## src/rtl/gpio_pkg.sv

```systemverilog
// gpio_pkg: register map and handshake state encoding shared by the GPIO responder
package gpio_pkg;
  localparam logic [1:0] ADDR_SW = 2'd0;
  localparam logic [1:0] ADDR_LED = 2'd1;
  localparam logic [1:0] ADDR_EDGE = 2'd2;
  typedef enum logic [1:0] {IDLE, RESP, WAIT_REL} state_t;
endpackage

```

## src/rtl/sw_debounce.sv

```systemverilog
// sw_debounce: two-flop synchroniser plus stability counter for one switch
module sw_debounce #(
  parameter int DEBOUNCE_CYCLES = 16,
  parameter int CNT_W = 5
) (
  input  logic clk,
  input  logic rst,
  input  logic raw,
  output logic deb,
  output logic rise
);
  logic s1, s2, hit;
  logic [CNT_W-1:0] cnt;
  assign hit = (s2 != deb) && (cnt == CNT_W'(DEBOUNCE_CYCLES - 1));
  assign rise = hit & s2;
  always_ff @(posedge clk) begin
    if (rst) begin
      s1 <= 1'b0;
      s2 <= 1'b0;
      cnt <= '0;
      deb <= 1'b0;
    end else begin
      s1 <= raw;
      s2 <= s1;
      cnt <= (s2 == deb || hit) ? '0 : cnt + 1'b1;
      deb <= deb ^ hit;
    end
  end
endmodule

```

## src/rtl/mmio_gpio_responder.sv

```systemverilog
// mmio_gpio_responder: data-bus GPIO responder with debounced switches, LED register and sticky rise flags
module mmio_gpio_responder
  import gpio_pkg::*;
#(
  parameter int NUM_SW = 8,
  parameter int NUM_LED = 8,
  parameter int DEBOUNCE_CYCLES = 16,
  parameter int CNT_W = 5
) (
  input  logic               clk,
  input  logic               rst,
  input  logic               reb,
  input  logic [3:0]         web,
  input  logic [1:0]         addrb,
  input  logic [31:0]        dinb,
  output logic [31:0]        doutb,
  output logic               dreadyb,
  input  logic [NUM_SW-1:0]  sw_in,
  output logic [NUM_LED-1:0] led_out
);
  state_t state, state_nx;
  logic [NUM_SW-1:0] deb, rise, edge_flags, clr;
  logic [31:0] rdata;
  logic req, acc, unused_bits;
  assign req = reb | (|web);
  assign acc = (state == IDLE) && req;
  assign clr = (acc && web[0] && addrb == ADDR_EDGE) ? dinb[NUM_SW-1:0] : '0;
  assign unused_bits = ^dinb;
  for (genvar i = 0; i < NUM_SW; i++) begin : g_db
    sw_debounce #(.DEBOUNCE_CYCLES(DEBOUNCE_CYCLES), .CNT_W(CNT_W)) u_db (
      .clk(clk),
      .rst(rst),
      .raw(sw_in[i]),
      .deb(deb[i]),
      .rise(rise[i])
    );
  end
  always_comb begin
    state_nx = state;
    rdata = '0;
    state_nx = state == IDLE ? (req ? RESP : IDLE) : state == RESP ? WAIT_REL : (req ? WAIT_REL : IDLE);
    rdata = addrb == ADDR_SW ? 32'(deb) : addrb == ADDR_LED ? 32'(led_out) :
            addrb == ADDR_EDGE ? 32'(edge_flags) : 32'h0;
    dreadyb = state == RESP;
  end
  // read data is captured before the write lands, so a combined access returns the old value
  always_ff @(posedge clk) begin
    if (rst) begin
      state <= IDLE;
      doutb <= '0;
      led_out <= '0;
      edge_flags <= '0;
    end else begin
      state <= state_nx;
      if (acc) doutb <= rdata;
      if (acc && web[0] && addrb == ADDR_LED) led_out <= dinb[NUM_LED-1:0];
      edge_flags <= (edge_flags & ~clr) | rise;
    end
  end
endmodule

```

## config.mk

```make
export PLATFORM = sky130hd
export DESIGN_NAME = mmio_gpio_responder
export DESIGN_NICKNAME = d
export VERILOG_FILES = /design/src/rtl/gpio_pkg.sv /design/src/rtl/sw_debounce.sv /design/src/rtl/mmio_gpio_responder.sv
export SDC_FILE = /design/constraint.sdc
export NUM_CORES = 1
export LEC_CHECK = 0
export ABC_AREA = 1
export CAP_MARGIN = 20
export CORE_MARGIN = 2
export CORE_UTILIZATION = 45
export CTS_CLUSTER_DIAMETER = 200
export DETAILED_ROUTE_END_ITERATION = 16
export PLACE_DENSITY_LB_ADDON = 0.05
export SYNTH_ARGS = -nofsm -noshare
export SYNTH_HDL_FRONTEND = slang
export SYNTH_SLANG_ARGS = --single-unit
export TNS_END_PERCENT = 20
```

## constraint.sdc

```tcl
create_clock -name clk -period 2.77 [get_ports clk]
set_input_delay 0.831 -clock clk [delete_from_list [all_inputs] [get_ports clk]]
set_output_delay 0.831 -clock clk [all_outputs]
set_load 0.05 [all_outputs]
```

; After elaboration in Yosys (flattened, before gate mapping)
; Index checks and enable logic that the tools add are counted.
[totals]
latch_bits = 0
n_memories = 0
inputBits = 49
ff_bits = 114
ram_bits = 0
word_cells = 130
rom_bits = 0
output_inout_bits = 41
[classes]
shifts = 0
bitwise = 20
n_lt_le_gt_ge = 0
reduce_logical = 31
n_mux = 8
mul = 0
div_mod_pow = 0
addsub = 8
n_eq_ne = 27
[op_table]
columns = op, n
row1 = "adder 5 x 1 -> 5 bit, second input constant", 8
row2 = "== test 5 x 4 -> 1 bit, second input constant", 8
row3 = two-way mux 8 bit, 4
row4 = OR reduction 2 bit, 8
row5 = logical AND 1 bit, 12
row6 = AND 1 bit, 8
row7 = AND 8 bit, 1
row8 = == test 1 bit, 8
row9 = logical OR 1 bit, 8
row10 = != test 1 bit, 8
row11 = NOT 8 bit, 1
row12 = OR 8 bit, 1
row13 = XOR 1 bit, 8
row14 = two-way mux 2 bit, 3
row15 = "== test 2 x 1 -> 1 bit, second input constant", 2
row16 = zero test 2 bit, 2
row17 = OR reduction 4 bit, 1
row18 = "== test 2 bit, second input constant", 1
row19 = two-way mux 1 bit, 1
row20 = OR 1 bit, 1

; Depth between registers and ports, before layout
; Gate-level depths: netlist of the first run.
[logic_depth]
ltp_word = 9
depth_mapped = 8

; Cells and area by module
; A second synthesis of the first run with hierarchy kept.
[unflattened]
cells_unflattened = 507
hier_area_um2 = 3923.8
[by_module_without_submodules]
columns = mod, seq_area_each_um2, area_per_inst_um2, n_inst, cells_per_inst
row1 = sw_debounce, 160.2, 319.1, 8, 38
row2 = mmio_gpio_responder, 520.5, 1371.3, 1, 203

; Least setup slack after synthesis of the first run
; No wires, ideal clock.
[synth_path]
path_type = flip-flop to output port
from = register state[0]
to = output port dreadyb
arrival_ns = 1.073
stages_incl_launch_ff = 3
required_time_ns = 1.939
slack_ns = 0.866
path_cell_list = dfxtp_1 > inv_1 > nor2_1
[synth_between]
elab_chain_len = 1
[synth_lines]
columns = element, line
row1 = "start, declared", mmio_gpio_responder.sv:21  ; state_t state, state_nx;
row2 = "start signal, assigned", mmio_gpio_responder.sv:54  ; state <= state_nx;
row3 = == test 2 x 1 -> 1 bit, mmio_gpio_responder.sv:44  ; dreadyb = state == RESP;
row4 = "end, declared", mmio_gpio_responder.sv:17  ; output logic dreadyb,
; Every way passes these cells.

; Worst setup path after layout of the first run
; Same ends and word-level chain as after synthesis.

==> results of run 1 <==
[where the power goes]
part	internal, mW	leakage [nW]	switching [mW]
Sequential	1.31	0.730	0.0136
Combinational	0.0718	0.927	0.175
Clock	0.558	0.117	0.438
Total	1.94	1.77	0.627
[cell type report]
class                   instances  share of cell area, %
well taps                     105                   2.99
clock buffers                  12                   3.53
repair buffers                 50                   10.9
flip-flops and latches         90                   41.0
multi-input cells             295                   34.3
clock inverters                 4                   1.68
inverters                      66                   5.64
[kinds of logic after synthesis]
logic type,count (synthesis)
simple gates,196
other cells,1
xor+xnor,1
fa+ha+maj,16
flops,90
compound gates,58
buf+inv,97
[stage by stage]
step                      hold WS, ns  instance area (sq um)
final                           0.396                   4400
after global routing            0.421                   4400
after CTS                       0.395                   4400
after detailed placement        0.393                   4170
after global placement          0.391                   4170
after floorplan                 0.388                   3770
[worst paths after layout]
check	from	slack [ns]	to
setup / recovery	state[0]	0.20	dreadyb
hold / removal	g_db[0].u_db.s1	0.40	g_db[0].u_db.s2
setup reg to reg	g_db[1].u_db.cnt[0]	1.26	g_db[1].u_db.cnt[3]
hold reg to reg	g_db[0].u_db.s1	0.40	g_db[0].u_db.s2
[cell usage after synthesis (2+ instances only)]
cell type  instances
nor2_1            66
buf_4             24
or2_2              2
inv_2              3
a21oi_1           35
dfxtp_1           90
nor3b_1            8
ha_1              16
inv_1             63
o21bai_1           5
o21a_1             5
o211ai_1           7
nand2_1           82
nand3_1           29
buf_2              6
o22ai_1            6
nor2_4             2
[worst max-delay path: stages, from the launching register on]
cell             delay [ns]
dfxtp_1                0.37
inv_1                  0.05
nor2_1                 0.12
clkdlybuf4s50_1        0.85
[layer usage]
layer  up-vias  wire, um  part of all wire, %  global-route usage [%]
met5         -         0                    0                       0
met4         0        99                  1.5                    7.61
met3         7       377                  5.7                    3.51
met2        69      2900                   44                    24.8
met1      1240      3270                   49                    21.0
li1       1507         -                    -                       -
[state kept, by name, summed over array words and instances, names as in the netlist, named ones only]
signal         count
g_db.u_db.cnt     40
doutb              8
edge_flags         8
g_db.u_db.s1       8
g_db.u_db.s2       8
led_out            8
state              2
==> summary.md, run 1 <==
| Metric | Value |
|---|---|
| Status | `completed` |
| Final Power | `2.57 mW` |
| Final wirelength | `about 6700 um` |
| Clk sinks | `90` |
| Synth Area in Compound Gates | `approximately 9%` |
| R2r worst-path depth | `8` |
| Placement Setup Slack | `about 0.37 ns` |
| Xor and xnor area share after synthesis | `0.238%` |
| Worst Clk Skew | `0.0118 ns` |
| Min-Delay Path Class | `reg -> reg` |
| Core Region | `about 0.008 sq mm` |
| Number of global-route vias before repair | `about 2,400` |
| WL/cell | `~11 um` |
| Most area-consuming cells after synthesis | `dfxtp_1 (49%), nand2_1 (8.4%), nor2_1 (6.7%)` |
| Pwr dens | `slightly below 600 mW/mm^2` |
| ANT cells | `0` |
| Final global-route overflow total | `0` |
| Mapped cell area | `~0.0037 sq mm` |
| Post-CTS Resized | `0` |
| Top cell type's share of synthesized area | `48.9%` |
| PortBufs | `41` |
| DP Wirelength | `roughly 4700 um` |
| Drt first pass iters | `4` |
| P&R area growth vs syn | `19.3%` |
| CTS Hold Bufs | `0` |
| Sequential-to-total area share from yosys stat | `48.9%` |
| LEAKAGE | `~1.8 nW` |
| CTS HTree Levels | `3` |
| VDD IR max | `roughly 0.32 mV` |
| Post-synthesis cell count | `around 460` |
| Final period utilization | `92.7%` |
| Longest Clk Path Bufs | `2` |
| Initial antenna violation count | `0` |
| Register Area | `approximately 0.0018 sq mm` |
| Hold Fails Final Rpt | `0` |
| CTS tree | `done` |
| Data required, critical path | `slightly below 2 ns` |
| Clock Latency Late Sink | `approximately 0.35 ns` |
| Post-CTS Setup Inserts | `0` |
| Synth Register Bits | `90` |
| Fin util | `a little over half` |
| Setup Viol. Count Final | `0` |
| Final min period | `approximately 2.6 ns` |
| Synth Area in Simple Gates | `23.6%` |
| Placed cell count | `between 600 and 700` |
| Most frequent cells in the layout | `dfxtp_1 (90), nand2_1 (82), nor2_1 (66)` |
| Critical Path End Type | `primary output` |
| Finished Layout Cells | `622` |
| Die X | `between 90 and 100 um` |
| Fmax achieved | `0.389 GHz` |
| CP Class | `reg -> out` |
| Tightest Pin Transition | `about 0.53 ns` |
| Max Fanout on Critical Path | `2` |
| IO Pins | `90` |
| Number of distinct library cells after synthesis | `27` |
| Max Cap Viol | `0` |
| Slew Viols, Final | `0` |
| Multi-input logic area | `about 0.0015 sq mm` |
| Final setup TNS | `0 ns` |
| Predominant post-synthesis flop cell | `dfxtp_1` |
| CTS clk-pin slew, worst paths | `0.09 ns` |
| Slew HR | `around 65%` |
| Hold path depth | `2` |
| Total die area | `~0.0089 sq mm` |
| RSZ-0062 raised after global routing | `no` |
| Row cnt | `33` |
| Worst setup slack after layout | `slightly above 0.2 ns` |
| Largest net degree at the start of global routing | `16` |
| Placer Congestion | `~0.73` |
| Commonest non-fill, non-tap cell in the layout | `dfxtp_1` |
| DR vias/cell | `roughly 4.5` |
| Post-synthesis mux area share | `0%` |
| All-Layer GR Usage | `between 15 and 20%` |
| Largest family of logic cells by synthesized area | `simple AND/OR/NAND/NOR gates` |
| Worst EP arrival | `between 1.5 and 2 ns` |
| Post-Syn Area per Cell | `roughly 8 sq um` |
| Die Span Y | `~94 um` |
| First-pass GRT wire length | `about 11,000 um` |
| Share of cells above drive strength 1 | `~7%` |
| Synthesis warning total | `0` |
| Via count | `between 2,000 and 3,000` |
| Initial drt markers | `64` |
| Startpoint types | `flip-flop` |
| Nets | `about 580` |
| Post-route ant nets | `0` |
| Filler Cell Count | `between 800 and 900` |
| Ys async rst share | `0%` |
| Initial Utilization | `45.5%` |
| CTS root buffer | `clkbuf_8` |
| DRC Markers | `0` |
| Adder-Cell Fraction of Synth Area | `approximately 5.4%` |
| CTS Buf Count | `9` |
| Yosys top cell by area | `dfxtp_1` |
| EDFF count, synth | `0` |
No activity file was read; power rests on OpenSTA's default activity.
==> run 2, diff against run 1 <==
==> constraint.sdc (replaced) <==
create_clock -name clk -period 2.77 [get_ports clk]
set_input_delay 0.831 -clock clk [delete_from_list [all_inputs] [get_ports clk]]
set_output_delay 0.831 -clock clk [all_outputs]
set_load 0.005 [all_outputs]
==> results of run 2 <==
The final DEF is identical to that of run 1. Status: completed.
Main changes from that run: setup slack after layout 0.201 ns -> 0.502 ns; total power 2.57 mW -> 2.49 mW
==> run 3, diff against run 2 <==
clock period = 2.4 ns   (was 2.77 ns; I/O delays follow)
==> run 3 against run 2 <==
  * Core utilization increased by 0.12 points
  * Combinational power is 21% higher
  * Sequential power grew 15%
  * Count of clock-buffer cells in the layout stayed put
  * Via count rose by 0.67%
  * Critical path depth is the same
  * Non-clock buffer count increased by 2
  * Clock power up 9%
  * Die area did not move
  * Worst setup slack worse by 0.29 ns
  * Power is 14% higher
  * Worst hold slack improved by 0.0079 ns
  * Critical endpoint unchanged
==> summary.md, run 3 (same netlist as run 1, synthesis figures left out) <==
| Metric | Value |
|---|---|
| CTS root buffer | `clkbuf_8` |
| Placement Setup Slack | `0.170 ns (-0.200 ns)` |
| LEAKAGE | `1.77 nW (about the same)` |
| Row cnt | `33 (unchanged)` |
| Critical-path cell list | `inv_1 -> nor2_1 -> clkdlybuf4s50_1` |
| CTS Hold Bufs | `0 (unchanged)` |
| Die X | `94.5 um (unchanged)` |
| Worst setup slack after layout | `0.217 ns` |
| Hold Fails Final Rpt | `0 (unchanged)` |
| Post-CTS Setup Inserts | `0 (unchanged)` |
| Largest net degree at the start of global routing | `37 (+21)` |
| Placer Congestion | `0.751 (+2.2%)` |
| RSZ-0062 raised after global routing | `no` |
| CP Class | `reg -> out` |
| Setup Viol. Count Final | `0 (unchanged)` |
| Number of global-route vias before repair | `2,510 (+4.1%)` |
| Longest Clk Path Bufs | `2 (unchanged)` |
| Clock Latency Late Sink | `0.35 ns (about the same)` |
| CTS tree | `done` |
| Final global-route overflow total | `0 (unchanged)` |
| CTS Buf Count | `9 (unchanged)` |
| All-Layer GR Usage | `16.2% (+0.33 points)` |
| Drt first pass iters | `4 (unchanged)` |
| Max Cap Viol | `0 (unchanged)` |
| Met2 usage in global routing | `25.1% (+0.36 points)` |
| Commonest non-fill, non-tap cell in the layout | `dfxtp_1` |
| DR vias/cell | `4.55 (+0.35%)` |
| VDD IR max | `0.422 mV` |
| Initial drt markers | `102 (+59%)` |
| Most frequent cells in the layout | `dfxtp_1 (90), nand2_1 (82), nor2_1 (66)` |
| Critical Path End Type | `primary output` |
| Final period utilization | `between 90% and 100%` |
| Core Region | `0.00809 sq mm (unchanged)` |
| Post-CTS Resized | `0 (unchanged)` |
| Worst EP arrival | `~1.5 ns` |
| Grt met1 use | `21.3% (+0.32 points)` |
| Post-route ant nets | `0 (unchanged)` |
| Max Fanout on Critical Path | `2 (unchanged)` |
| Slew Viols, Final | `0 (unchanged)` |
| Share of cells above drive strength 1 | `6.94% (-0.027 points)` |
| First-pass GRT wire length | `11,200 um (+2.5%)` |
| Worst path max stage delay | `0.55 ns` |
| Via count | `2,842 (+0.67%)` |
| Clk sinks | `90 (unchanged)` |
| P&R area growth vs syn | `19.6%` |
| Initial antenna violation count | `0 (unchanged)` |
| Final wirelength | `6640 um (-0.18%)` |
| Status | `completed` |
| Pwr dens | `around 640 mW/mm^2` |
| Final setup TNS | `0 ns (unchanged)` |
| PortBufs | `41 (unchanged)` |
| Reg with most FFs | `g_db.u_db.cnt` |
| Die Span Y | `94.5 um (unchanged)` |
| Fmax achieved | `approximately 0.46 GHz` |
| Worst Clk Skew | `0.00966 ns (-0.00216 ns)` |
| DRC Markers | `0 (unchanged)` |
| Met3 global-route usage | `3.27% (-0.24 points)` |
| Busiest grt layer | `met2` |
| WL/cell | `10.6 um (-0.50%)` |
| Max reg flops | `40 (unchanged)` |
| Startpoint types | `flip-flop` |
| IO Pins | `90 (unchanged)` |
| Nets | `579 (+0.35%)` |
| Total die area | `0.00893 sq mm (unchanged)` |
| Data required, critical path | `1.68 ns (-0.26 ns)` |
| CTS HTree Levels | `3 (unchanged)` |
| ANT cells | `0 (unchanged)` |
| Worst path slowest cell | `clkdlybuf4s50_1` |
| CTS clk-pin slew, worst paths | `0.08 ns (about the same)` |
| Min-Delay Path Class | `reg -> reg` |
| Initial Utilization | `45.5% (unchanged)` |
| DP Wirelength | `4720 um (-0.48%)` |
| Final min period | `between 2 and 2.5 ns` |
run 3: cell types whose count changed in the layout (fill, tap and decap cells not counted):
| cell | before | now |
|---|---|---|
| clkbuf_1 | 1 | 3 |
| clkbuf_8 | 11 | 9 |
| buf_12 | 0 | 1 |
| buf_4 | 9 | 10 |
| clkinv_2 | 1 | 0 |
| clkinvlp_4 | 0 | 1 |
run 3: per-stage QoR:
| step | hold WS [ns] | total power, mW | instances | cell area (sq um) | utilization (%) |
|---|---|---|---|---|---|
| global placement | 0.392 | 1.77 | 608 | 4190 | 51.8 |
| finish | 0.404 | 2.82 | 624 | 4410 | 54.4 |
| global route | 0.408 | 2.96 | 624 | 4410 | 54.4 |
| floorplan | 0.388 | 1.69 | 482 | 3770 | - |
| CTS | 0.405 | 2.87 | 624 | 4410 | 54.4 |
| detailed placement | 0.392 | 1.77 | 608 | 4190 | 51.8 |
run 3: cell type report:
class                           instances  area (sq um)
Tap cell                              105           131
Timing Repair Buffer                   52           505
Inverter                               66           248
Multi-Input combinational cell        295          1510
Fill cell                             807          3690
Sequential cell                        90          1800
Clock buffer                           12           135
Clock inverter                          4          76.3
run 3: final timing paths:
kind	endpoint	slack, ns	depth (start not counted)	start
setup / recovery	dreadyb	0.22	3	state[0]
hold / removal	g_db[6].u_db.s2	0.40	2	g_db[6].u_db.s1
setup reg to reg	g_db[0].u_db.cnt[3]	0.90	8	g_db[0].u_db.cnt[0]
hold reg to reg	g_db[6].u_db.s2	0.40	2	g_db[6].u_db.s1
run 3: critical path: cells and delay by family, from the launching register on:
kind          cells  cell delay, ns
simple gates      1            0.15
flops             1            0.38
buf+inv           2            0.60
run 3: where the power goes:
part	leakage, nW	internal (mW)	switching (mW)	total (mW)
registers	0.730	1.52	0.0157	1.53
clock network	0.101	0.590	0.503	1.09
logic	0.942	0.0889	0.110	0.199
run 3: layer usage:
metal,wire [um],vias up
li1,-,1516
met1,3280,1254
met2,2880,62
met3,341,10
met4,144,0
met5,0,-
